**src/rtl/srt4_quotient_converter.sv**
```systemverilog
// srt4_quotient_converter: on-the-fly radix-4 SRT quotient conversion with final remainder sign correction
module srt4_quotient_converter #(
  parameter int NDIGITS = 8,
  parameter int QW = 2*NDIGITS
) (
  input  logic          clk,
  input  logic          rst,
  input  logic          start,
  input  logic          dig_valid,
  input  logic [2:0]    dig,
  output logic          dig_ready,
  input  logic          rem_valid,
  input  logic          rem_neg,
  output logic          rem_ready,
  output logic [QW-1:0] q,
  output logic          q_valid,
  output logic          busy,
  output logic          err
);
  localparam logic [1:0] S_IDLE = 2'd0, S_COLLECT = 2'd1, S_CORRECT = 2'd2, S_DONE = 2'd3;
  localparam int CW = $clog2(NDIGITS+1);
  logic [1:0]    r_state;
  logic [QW-1:0] r_q, r_qm, r_out;
  logic [CW-1:0] r_cnt;
  logic          r_err;
  logic          w_ill, w_pos;
  logic [QW-1:0] w_qsrc, w_qmsrc;
  assign w_ill = (dig == 3'b011) || (dig[2:1] == 2'b10);
  assign w_pos = !dig[2] && (dig != 3'b000);
  // Appended bits reduce to d mod 4 and (d-1) mod 4; only the source register depends on sign.
  assign w_qsrc = dig[2] ? r_qm : r_q;
  assign w_qmsrc = w_pos ? r_q : r_qm;
  assign dig_ready = r_state == S_COLLECT;
  assign rem_ready = r_state == S_CORRECT;
  assign q_valid = r_state == S_DONE;
  assign busy = r_state != S_IDLE;
  assign err = r_err;
  assign q = r_out;
  always_ff @(posedge clk) begin
    if (rst) begin
      r_state <= S_IDLE;
      r_q <= '0;
      r_qm <= '1;
      r_cnt <= '0;
      r_out <= '0;
      r_err <= 1'b0;
    end else begin
      r_err <= 1'b0;
      if (start) begin
        r_state <= S_COLLECT;
        r_q <= '0;
        r_qm <= '1;
        r_cnt <= '0;
      end else begin
        case (r_state)
          S_COLLECT: if (dig_valid) begin
            if (w_ill) begin
              r_state <= S_IDLE;
              r_err <= 1'b1;
            end else begin
              r_q <= {w_qsrc[QW-3:0], dig[1:0]};
              r_qm <= {w_qmsrc[QW-3:0], dig[1:0] - 2'd1};
              r_cnt <= r_cnt + 1'b1;
              r_state <= (r_cnt == CW'(NDIGITS-1)) ? S_CORRECT : S_COLLECT;
            end
          end
          S_CORRECT: if (rem_valid) begin
            r_out <= rem_neg ? r_qm : r_q;
            r_state <= S_DONE;
          end
          S_DONE: r_state <= S_IDLE;
          default: r_state <= S_IDLE;
        endcase
      end
    end
  end
endmodule

```
**config.mk**
```make
export PLATFORM = sky130hd
export DESIGN_NAME = srt4_quotient_converter
export DESIGN_NICKNAME = d
export VERILOG_FILES = /design/src/rtl/srt4_quotient_converter.sv
export SDC_FILE = /design/constraint.sdc
export NUM_CORES = 1
export LEC_CHECK = 0
export ABC_AREA = 1
export CAP_MARGIN = 10
export CORE_MARGIN = 1.5
export CORE_UTILIZATION = 67
export CTS_BUF_LIST = sky130_fd_sc_hd__clkbuf_16
export DETAILED_ROUTE_END_ITERATION = 10
export DONT_BUFFER_PORTS = 1
export PLACE_DENSITY = 0.85
export SLEW_MARGIN = 20
export SYNTH_ARGS = -nofsm -noshare
export SYNTH_HDL_FRONTEND = slang
export SYNTH_SLANG_ARGS = --single-unit
```
**constraint.sdc**
```tcl
create_clock -name clk -period 2.75 [get_ports clk]
set_input_delay 0.4125 -clock clk [delete_from_list [all_inputs] [get_ports clk]]
set_output_delay 0.4125 -clock clk [all_outputs]
set_load 0.01 [all_outputs]
```
==> results.md <==
- Clock transition at path regs: 0.07 ns
- Core area: 3661 sq um
- Pre-antenna DRT Iters: 4
- Num rows: 22
- Share of cells above drive strength 1: 5.000%
- # clock sinks: 55
- Design Area, Final: 2701 sq um
- Placer Congestion: 0.7782
- Logic pwr share: 6.0%
- CTS-repair resized insts: 0
- Via Count: 2135
- Part of the cycle the worst path needs: 67.54%
- WP data arrival: 2.04 ns
- Switching share of power: 20.43%
- Via/cell ratio: 5.503
- Crit path required time: 2.93 ns
- Flops & latches, synth: 55
- # setup viols final: 0
- Slew headroom: 54.21%
- Synth cell types: 23
- H-tree levels: 2
- Max clock buf depth: 2
- RSZ-0062 raised after global routing: false
- Crit-path max FO: 17
- Max incr delay on CP: 0.50 ns
- Diode count: 0
- Cell count after synthesis: 351
- Setup bufs post-CTS: 0
- Highest clock rate: 538.4 MHz
- Top_reg_cell synth: dfxtp_1
- HP Class: primary input to register
- Post-CTS Hold Buffers: 0
- DIE AREA: 4202 sq um
- Initial DRC Count: 162
- Max-slew violation count: 0
- Post-synth top area share: 42.99%
- Syn nets: 367
- CP Buf/Inv Count: 3
- Synth top cells by count: 102 x nand2_1, 55 x dfxtp_1, 55 x o21ai_0
- Top-count cell post-synth: nand2_1
- Max VDD drop: 0.3992 mV
- EDFF count, synth: 0
- Startpoint Class: register
- Worst Path Class, Setup: register to register
- WL/cell: 12.51 um
- Root Buffer: clkbuf_16
- Syn Area/Cell: 7.297 sq um
- Net load switching power: 349.1 uW
- Synth top area cells: dfxtp_1 43%, nand2_1 15%, o21ai_0 11%, a21oi_1 7.2%, inv_1 4.1%
- Die Y: 64.83 um
- HPWL after DPL: 3.216 mm
- Detail Route Antenna Nets: 0
- CP top delay family: simple AND/OR/NAND/NOR gates
- Post-Route WL: 4.854 mm
- Initial Util: 69.96%
- Num CTS Buffers: 5
- Slowest CP cell: nor3_4
- Final Hold Viols: 0
- Clock power frac: 46.4%
- Nets: 355
- Crit path cell chain: inv_1 > ha_1 > inv_2 > nor3_4 > inv_2 > nand2_1 > a21oi_1
- P_int: 1.360 mW
- Fill cell count: 282
- CTS tree: yes
- Clk_lat worst skew: 0.29 ns
- Layout area overhead: 5.471%
- Worst Skew: 0.007308 ns
- Setup TNS: 0 ns
- Worst Setup End Kind: register
- YS warnings: 0
- Most Frequent Cell on Critical Path: inv_2
- Static leakage: 1.137 nW
- Largest net degree at the start of global routing: 38
- Flop pwr share: 47.5%
- Max Cap Viol: 0
- Placed instance area: 2512 sq um
- Initial antenna violation count: 0
- Drt drc: 0
- Vias in the first global route: 1779
- Io pins: 30
- Chip width: 64.83 um
- Mapped cell area: 2561 sq um
- Seq/Total Area, Yosys: 42.99%
- Total power: 1.709 mW
- Total GRT Usage: 25.77%
- First-pass GRT wire length: 8.418 mm
- Yosys top cell by area: dfxtp_1
- IO Port Bufs: 0
- Fin crit period: 1.857 ns
- Worst Tran Pin Value: 0.6861 ns
- Post-synth ARST share: 0%
- Grt ovf: 0
- Power Dens Cells: 632.7 nW/um^2
- Status: finished clean
## path summary, 6_finish.rpt
check / from / to / slack (ns) / cells past startpoint
max: r_state[0]$_SDFFE_PP0P_ / q[5]$_SDFFE_PP0P_ / 0.89 / 7
min: rst / r_state[0]$_SDFFE_PP0P_ / 0.18 / 1
max reg2reg: r_state[0]$_SDFFE_PP0P_ / q[5]$_SDFFE_PP0P_ / 0.89 / 7
min reg2reg: r_q[14]$_SDFFE_PP0P_ / r_q[14]$_SDFFE_PP0P_ / 0.46 / 2
## flip-flops by register name, summed over array words and instances, names as in the netlist
| name | count |
|---|---|
| q | 16 |
| r_cnt | 4 |
| r_q | 16 |
| r_qm | 16 |
| err | 1 |
| r_state | 2 |
## final cells by class
cell class	instances	area [sq um]	area share, %
clock buffers	5	125.1	4.632
clock inverters	3	63.81	2.362
inverters	30	112.6	4.169
multi-input cells	244	1216	45.02
flip-flops and latches	55	1101	40.76
well taps	48	60.06	2.223
repair buffers	3	22.52	0.8337
## power by group through the flow
stage	logic, mW	clock network, mW	registers (mW)
global placement	0.100	0	0.830
global route	0.122	0.843	0.813
finish	0.103	0.793	0.812
CTS	0.104	0.799	0.812
detailed placement	0.103	0	0.831
floorplan	0.103	0	0.829
## routing by layer
layer	GRT usage (%)	up-vias	wire (um)
met1	38.50	949	2344
met4	9.574	0	65
li1	-	1128	-
met5	0	-	0
met3	5.903	5	316
met2	35.82	53	2127
## cell usage in the layout, fill, tap and decap left out, types with 2 or more instances in the layout
cell type / Yosys / routed
nand2_1: 102 / 102
o21ai_0: 55 / 55
dfxtp_1: 55 / 55
a21oi_1: 37 / 37
inv_1: 28 / 29
o211ai_1: 14 / 14
o21ai_1: 8 / 8
ha_1: 7 / 7
nor2_1: 6 / 6
nand3_1: 5 / 5
clkbuf_16: 0 / 5
buf_4: 3 / 3
inv_2: 2 / 2
nor3_1: 2 / 2
xor2_1: 2 / 2
bufinv_16: 0 / 2
## stage by stage
step,util [%],hold WS [ns],worst slack (ns),std cells
2_1_floorplan,-,0.4245,1.264,351
3_3_place_gp,68.63,0.4326,0.9958,380
3_5_place_dp,68.63,0.4443,0.9366,380
4_1_cts,73.79,0.1803,0.9106,388
5_1_grt,73.79,0.1655,0.7380,388
6_report,73.79,0.1780,0.8927,388
## worst reg2reg max path: stages (launching register included)
cell,delay [ns]
dfxtp_1,0.34
inv_1,0.09
ha_1,0.27
inv_2,0.09
nor3_4,0.50
inv_2,0.25
nand2_1,0.14
a21oi_1,0.07
## logic make-up (layout without fill, tap and decap cells)
family	count (synthesis)	in the layout	share of synthesized area, %
xor+xnor	2	2	0.6841
simple gates	119	119	19.10
buf+inv	52	41	9.526
flops	55	55	42.99
fa+ha+maj	7	7	3.419
compound gates	116	116	24.28
(Power assumes the default switching activity.)
